--- config.mk ---
export PLATFORM = sky130hd
export DESIGN_NAME = exception_ctrl
export DESIGN_NICKNAME = d
export VERILOG_FILES = /design/src/rtl/exception_ctrl_pkg.sv /design/src/rtl/exception_ctrl_int_sync.sv /design/src/rtl/exception_ctrl.sv
export SDC_FILE = /design/constraint.sdc
export NUM_CORES = 1
export LEC_CHECK = 0
export ABC_AREA = 1
export CORE_MARGIN = 2
export CORE_UTILIZATION = 36
export DETAILED_ROUTE_END_ITERATION = 10
export PLACE_DENSITY = 0.85
export SLEW_MARGIN = 20
export SYNTH_ARGS = -nofsm -noshare
export SYNTH_HDL_FRONTEND = slang
export SYNTH_SLANG_ARGS = --single-unit
export TNS_END_PERCENT = 1
--- constraint.sdc ---
create_clock -name clk -period 2.31 [get_ports clk]
set_clock_uncertainty 0.2 [all_clocks]
set_input_delay 0.693 -clock clk [delete_from_list [all_inputs] [get_ports clk]]
set_output_delay 0.693 -clock clk [all_outputs]
set_load 0.005 [all_outputs]
--- src/rtl/exception_ctrl_pkg.sv ---
// Shared exception codes, bus widths and controller state encoding.
package exception_ctrl_pkg;
   localparam int DATA_BUS = 32;
   localparam int ADDR_BUS = 16;

   localparam logic [2:0] EXCEPT_NONE      = 3'd0;
   localparam logic [2:0] EXCEPT_INTERRUPT = 3'd1;
   localparam logic [2:0] EXCEPT_SYSCALL   = 3'd2;
   localparam logic [2:0] EXCEPT_ILLEGAL   = 3'd3;
   localparam logic [2:0] EXCEPT_TRAP      = 3'd4;
   localparam logic [2:0] EXCEPT_OVERFLOW  = 3'd5;
   localparam logic [2:0] EXCEPT_ERET      = 3'd6;

   typedef enum logic [1:0] {
      EXC_IDLE  = 2'd0,
      EXC_EXC   = 2'd1,
      EXC_REDIR = 2'd2
   } exc_state_t;
endpackage

--- src/rtl/exception_ctrl_int_sync.sv ---
// Two-flop synchronizer for asynchronous interrupt lines.
module int_sync #(
   parameter int WIDTH = 6
) (
   input  logic             clk,
   input  logic             rst_n,
   input  logic [WIDTH-1:0] async_in,
   output logic [WIDTH-1:0] sync_out
);
   logic [WIDTH-1:0] meta;

   always_ff @(posedge clk or negedge rst_n) begin
      if (!rst_n) begin
         meta     <= '0;
         sync_out <= '0;
      end else begin
         meta     <= async_in;
         sync_out <= meta;
      end
   end
endmodule

--- src/rtl/exception_ctrl.sv ---
// CP0 exception initiator: prioritises MEM-stage faults and interrupts,
// pulses the code to CP0, flushes the pipe and redirects fetch.
module exception_ctrl
   import exception_ctrl_pkg::*;
#(
   parameter int                  DATA_WIDTH  = DATA_BUS,
   parameter int                  ADDR_WIDTH  = ADDR_BUS,
   parameter logic [ADDR_WIDTH-1:0] EXC_VECTOR  = 16'h0040,
   parameter logic [ADDR_WIDTH-1:0] BOOT_VECTOR = 16'h0200
) (
   input  logic                  clk,
   input  logic                  rst_n,
   input  logic                  mem_valid,
   input  logic                  pipe_mem_stall,
   input  logic [ADDR_WIDTH-1:0] mem_pc,
   input  logic                  mem_in_delay_slot,
   input  logic                  mem_syscall,
   input  logic                  mem_illegal,
   input  logic                  mem_trap,
   input  logic                  mem_overflow,
   input  logic                  mem_eret,
   input  logic [5:0]            hw_int,
   input  logic [31:0]           cp0_status,
   input  logic [31:0]           cp0_cause,
   input  logic [ADDR_WIDTH-1:0] cp0_epc,
   output logic [DATA_WIDTH-1:0] exception,
   output logic [ADDR_WIDTH-1:0] exception_pc,
   output logic                  exception_bd,
   output logic                  flush,
   output logic                  redirect_valid,
   output logic [ADDR_WIDTH-1:0] redirect_pc,
   input  logic                  redirect_ready
);
   exc_state_t state;
   logic [5:0] sync_hw;
   logic [7:0] ip;
   logic       int_req;
   logic [2:0] code;
   logic       accept;
   logic       is_eret;
   logic       unused_bits;

   int_sync #(.WIDTH(6)) u_int_sync (
      .clk      (clk),
      .rst_n    (rst_n),
      .async_in (hw_int),
      .sync_out (sync_hw)
   );

   assign ip          = {sync_hw, cp0_cause[9:8]};
   // Masked request only when IE=1 and not already at exception level.
   assign int_req     = (|(ip & cp0_status[15:8])) & cp0_status[0] & ~cp0_status[1];
   assign unused_bits = ^{cp0_status[31:23], cp0_status[21:16], cp0_status[7:2],
                          cp0_cause[31:10], cp0_cause[7:0]};

   always_comb begin
      code = EXCEPT_NONE;
      if      (int_req)      code = EXCEPT_INTERRUPT;
      else if (mem_illegal)  code = EXCEPT_ILLEGAL;
      else if (mem_overflow) code = EXCEPT_OVERFLOW;
      else if (mem_trap)     code = EXCEPT_TRAP;
      else if (mem_syscall)  code = EXCEPT_SYSCALL;
      else if (mem_eret)     code = EXCEPT_ERET;
   end

   assign is_eret = (code == EXCEPT_ERET);
   assign accept  = (state == EXC_IDLE) & mem_valid & ~pipe_mem_stall & (code != EXCEPT_NONE);

   always_ff @(posedge clk or negedge rst_n) begin
      if (!rst_n) begin
         state          <= EXC_IDLE;
         exception      <= '0;
         exception_pc   <= '0;
         exception_bd   <= 1'b0;
         flush          <= 1'b0;
         redirect_valid <= 1'b0;
         redirect_pc    <= '0;
      end else begin
         case (state)
            EXC_IDLE: if (accept) begin
               state        <= EXC_EXC;
               exception    <= DATA_WIDTH'(code);
               flush        <= 1'b1;
               exception_bd <= ~is_eret & mem_in_delay_slot;
               if (is_eret)                exception_pc <= '0;
               else if (mem_in_delay_slot) exception_pc <= mem_pc - ADDR_WIDTH'(4);
               else                        exception_pc <= mem_pc;
               if (is_eret)                redirect_pc  <= cp0_epc;
               else if (cp0_status[22])    redirect_pc  <= BOOT_VECTOR;
               else                        redirect_pc  <= EXC_VECTOR;
            end
            EXC_EXC: begin
               state          <= EXC_REDIR;
               exception      <= DATA_WIDTH'(EXCEPT_NONE);
               redirect_valid <= 1'b1;
            end
            EXC_REDIR: if (redirect_ready) begin
               state          <= EXC_IDLE;
               flush          <= 1'b0;
               redirect_valid <= 1'b0;
            end
            default: state <= EXC_IDLE;
         endcase
      end
   end
endmodule
==> tab_implementation.tex <==
\begin{tabular}{lr}
\hline
Metric & Value \\
\hline
\multicolumn{2}{l}{\textbf{Clock network}} \\
\quad \# Post-CTS Setup Buffers & 0 \\
\quad Clock sink count & between 50 and 60 \\
\quad TritonCTS buffer count & 5 \\
\quad TritonCTS clock tree & done \\
\quad Clock root buffer & sky130\_fd\_sc\_hd\_\_clkbuf\_8 \\
\quad H-tree level count & 2 \\
\quad Deepest clock path buffer count & 2 \\
\quad Clock transition at the registers of the reported paths & $\sim$0.10 ns \\
\quad Clock latency on the worst-skew pair & around 0.30 ns \\
\multicolumn{2}{l}{\textbf{Power and ir drop}} \\
\quad Total power draw & approximately 2.3 mW \\
\quad Relative contribution of sequential cells to total power & 0.476 \\
\quad Leakage Power & roughly 1.9 nW \\
\quad Power share of the clock group & 0.228 \\
\quad Cell Pwr Density & around 590 mW/mm² \\
\quad Int Power & approximately 1.7 mW \\
\quad Combinational power share & 0.296 \\
\quad Proportion of total power due to net switching & 0.2758 \\
\quad Net switching power & 0.6475 mW \\
\quad Worst vdd ir & about 0.26 mV \\
\multicolumn{2}{l}{\textbf{Floorplanning}} \\
\quad Die width & 90.85 µm \\
\quad Core box area & between 0.007 and 0.008 mm² \\
\quad Number of placement rows & 31 \\
\quad Die area & about 0.0083 mm² \\
\quad Die height & between 90 and 100 µm \\
\quad Initial core utilization & 0.3723 \\
\quad Top Ports & 180 \\
\multicolumn{2}{l}{\textbf{Synthesis}} \\
\quad Unique cell type count in the Yosys netlist & 25 \\
\quad Yosys warning total & 0 \\
\quad Fraction of synthesized cell area in xor and xnor cells & 0.006452 \\
\quad Post-synthesis cell type with the largest combined area & sky130\_fd\_sc\_hd\_\_dfrtp\_1 \\
\quad Post-synthesis register bit count & 52 \\
\quad Adder-cell area share of the yosys netlist & 0.004608 \\
\quad Most area-consuming cells after synthesis & sky130\_fd\_sc\_hd\_\_dfrtp\_1, sky130\_fd\_sc\_hd\_\_nand2\_1, sky130\_fd\_sc\_hd\_\_buf\_4, sky130\_fd\_sc\_hd\_\_o21ai\_0, sky130\_fd\_sc\_hd\_\_nand4\_1 \\
\quad Share of the synthesized area in the top cell type & 0.4793 \\
\quad Fraction of the mapped netlist area in simple logic gates & 0.2728 \\
\quad Compound-Gate Fraction of Synth Area & 0.08387 \\
\quad Avg Synthesized Cell Area & a little over 8 µm² \\
\quad Share of cell area taken by muxes after synthesis & 0 \\
\quad Post-synthesis cell count & 334 \\
\quad Number of enable-type register cells in the synthesized netlist & 0 \\
\quad Cell Area, Synth & between 0.002 and 0.003 mm² \\
\quad Part of the Yosys area used for sequential elements & 0.4793 \\
\quad Main combinational cell family by area after synthesis & simple AND/OR/NAND/NOR gates \\
\quad Async set-reset flop share out of synthesis & 1.000 \\
\quad Dominant register cell in the synthesized netlist & sky130\_fd\_sc\_hd\_\_dfrtp\_1 \\
\multicolumn{2}{l}{\textbf{Global route}} \\
\quad Sum of overflow across all layers after global routing & 0 \\
\quad First-pass GRT wire length & roughly 11 mm \\
\quad Maximum number of pins on one net before global-route repair & 34 \\
\quad Via count of the first global-routing pass & around 2,500 \\
\quad Total routing resource utilization after global routing & 0.1659 \\
\quad Number of antenna violations at the first check in global routing & 0 \\
\multicolumn{2}{l}{\textbf{Worst setup path}} \\
\quad Critical Path Sink Type & flop \\
\quad Critical path class & in2reg \\
\quad Maximum fanout encountered on the critical timing path & 19 \\
\quad Required time reported for the critical path endpoint & $\sim$2.3 ns \\
\quad Data arrival time of the critical path & 2.21 ns \\
\quad Sort of element at the start of the critical path & input port \\
\multicolumn{2}{l}{\textbf{Timing}} \\
\quad Final clock period utilization by the worst path & 0.9527 \\
\quad Minimum setup slack in the final design & $\sim$0.11 ns \\
\quad Fmax achieved & approximately 450 MHz \\
\quad RSZ-0062 raised after global routing & true \\
\quad Setup violations, final & 0 \\
\quad Number of endpoints with negative hold slack in the final report & 0 \\
\quad Total Neg Setup Slack & 0 ns \\
\quad Post-layout min period & 2.201 ns \\
\quad Number of max-slew violations in the final report & 0 \\
\multicolumn{2}{l}{\textbf{Cells and area}} \\
\quad Area Growth Syn to Fin & 45.58\% \\
\quad Post-layout utilization of the core & 0.5420 \\
\quad Share of layout cells above drive strength 1 & 0.1038 \\
\quad Most common cell after layout, fill and taps aside & sky130\_fd\_sc\_hd\_\_clkdlybuf4s50\_1 \\
\quad Highest-count cells in the layout ignoring fill and taps & sky130\_fd\_sc\_hd\_\_clkdlybuf4s50\_1, sky130\_fd\_sc\_hd\_\_nand2\_1, sky130\_fd\_sc\_hd\_\_dfrtp\_1 \\
\quad \# nets final & between 500 and 600 \\
\quad Antenna diode count & 0 \\
\quad Summed area of non-filler cells in the final layout & $\sim$0.0040 mm² \\
\quad Fillcell total & around 660 \\
\multicolumn{2}{l}{\textbf{Detailed routing}} \\
\quad Number of optimization iterations in the first detailed-route pass & 4 \\
\quad Remaining antenna violation count after routing & 0 \\
\quad Final routed wirelength across all metal layers & between 6 and 7 mm \\
\quad Total number of vias & 2,494 \\
\quad Average routed wire per standard cell & about 12 µm \\
\quad Remaining DRCs & 0 \\
\quad Detail-routed via count per cell & 4.518 \\
\quad 1st-iter DRT viols & around 140 \\
\multicolumn{2}{l}{\textbf{Run status}} \\
\quad Status & completed \\
\multicolumn{2}{l}{\textbf{Job}} \\
\quad Max-cap violation count & 0 \\
\multicolumn{2}{l}{\textbf{Placed design}} \\
\quad Post-Place Worst Slack & -0.2331 ns \\
\quad Cell Area, Placed & 0.003847 mm² \\
\quad Detailed Place HPWL & 5.292 mm \\
\quad Routability Congestion & between 0.8 and 0.9 \\
\quad Total of buffers placed on input and output ports & a little under 100 \\
\multicolumn{2}{l}{\textbf{Hold path}} \\
\quad Hold WC Path Type & in2async \\
\hline
\end{tabular}
cell families (layout without fill, tap and decap cells):
| group | after synthesis | count (layout) |
|---|---|---|
| buf+inv | 71 | 162 |
| xor+xnor | 2 | 2 |
| flops | 52 | 52 |
| simple gates | 162 | 162 |
| compound gates | 45 | 45 |
| other cells | 1 | 29 |
| fa+ha+maj | 1 | 1 |
layer usage:
layer	vias up	GRT usage	share of wire
li1	1256	-	-
met1	1126	0.1843	0.40
met2	108	0.3184	0.52
met3	4	0.03506	0.063
met4	0	0.04293	0.0085
met5	-	0	0
power by group through the flow:
stage / Clock, mW / Sequential (mW) / Combinational, mW
after floorplan: 0 / 1.14 / 0.261
after detailed placement: 0 / 1.14 / 0.700
after global routing: 0.590 / 1.14 / 0.765
after global placement: 0 / 1.13 / 0.681
after CTS: 0.553 / 1.12 / 0.701
final: 0.536 / 1.12 / 0.694
sequential cells by signal, summed over array words and instances, names as in the netlist:
signal / cells
exception_pc: 16
redirect_pc: 16
u_int_sync.sync_out: 6
exception: 3
state: 2
u_int_sync.meta: 6
redirect_valid: 1
exception_bd: 1
flush: 1
worst paths after layout:
kind / start / end / slack, ns / cells past startpoint
hold reg to reg: u_int_sync.meta[2] / u_int_sync.sync_out[2] / 0.16 / 0
max in group asynchronous: rst_n / redirect_pc[11] / 1.39 / 2
min in group clk: u_int_sync.meta[2] / u_int_sync.sync_out[2] / 0.16 / 0
setup / recovery: mem_eret / redirect_pc[6] / 0.11 / 11
setup reg to reg: u_int_sync.sync_out[4] / redirect_pc[6] / 0.60 / 11
hold / removal: rst_n / redirect_pc[6] / 0.14 / 2
worst max-delay path, cell delays in order:
cell and delay (ns):
sky130_fd_sc_hd__clkdlybuf4s50_1 0.48, sky130_fd_sc_hd__inv_1 0.05, sky130_fd_sc_hd__nor2_2 0.15, sky130_fd_sc_hd__nor2_4 0.06, sky130_fd_sc_hd__buf_4 0.13, sky130_fd_sc_hd__nor2_4 0.12
sky130_fd_sc_hd__nand3_4 0.23, sky130_fd_sc_hd__nand2_1 0.13, sky130_fd_sc_hd__nand2_1 0.05, sky130_fd_sc_hd__nand2_1 0.06, sky130_fd_sc_hd__nand2_1 0.05
timing repair:
action	in CTS	in global routing
gates resized for setup	0	4
hold buffers	0	0
setup endpoints to repair	0	4
cell type report:
| cell class | instances | area [µm²] | share of cell area |
|---|---|---|---|
| clock inverter | 2 | 15.01 | 0.003799 |
| sequential | 52 | 1301 | 0.3292 |
| multi-input combinational | 239 | 1115 | 0.2821 |
| clock buffer | 6 | 82.58 | 0.02089 |
| timing repair buffer | 125 | 1206 | 0.3052 |
| inverter | 29 | 108.9 | 0.02754 |
| tap | 99 | 123.9 | 0.03134 |
synthesized netlist by cell type (6+ instances only):
| cell | number |
|---|---|
| sky130_fd_sc_hd__buf_2 | 8 |
| sky130_fd_sc_hd__buf_4 | 32 |
| sky130_fd_sc_hd__dfrtp_1 | 52 |
| sky130_fd_sc_hd__inv_1 | 28 |
| sky130_fd_sc_hd__nand2_1 | 92 |
| sky130_fd_sc_hd__nand3_1 | 17 |
| sky130_fd_sc_hd__nand4_1 | 22 |
| sky130_fd_sc_hd__nor2_1 | 22 |
| sky130_fd_sc_hd__o21ai_0 | 36 |
| sky130_fd_sc_hd__o21ai_1 | 6 |
per-stage QoR:
stage                     hold WS (ns)  std cells
final                           0.1373        552
after global routing            0.1656        552
after CTS                       0.1389        552
after detailed placement        0.1364        544
after global placement          0.1324        544
after floorplan                 0.1312        362
(Power assumes the default switching activity.)
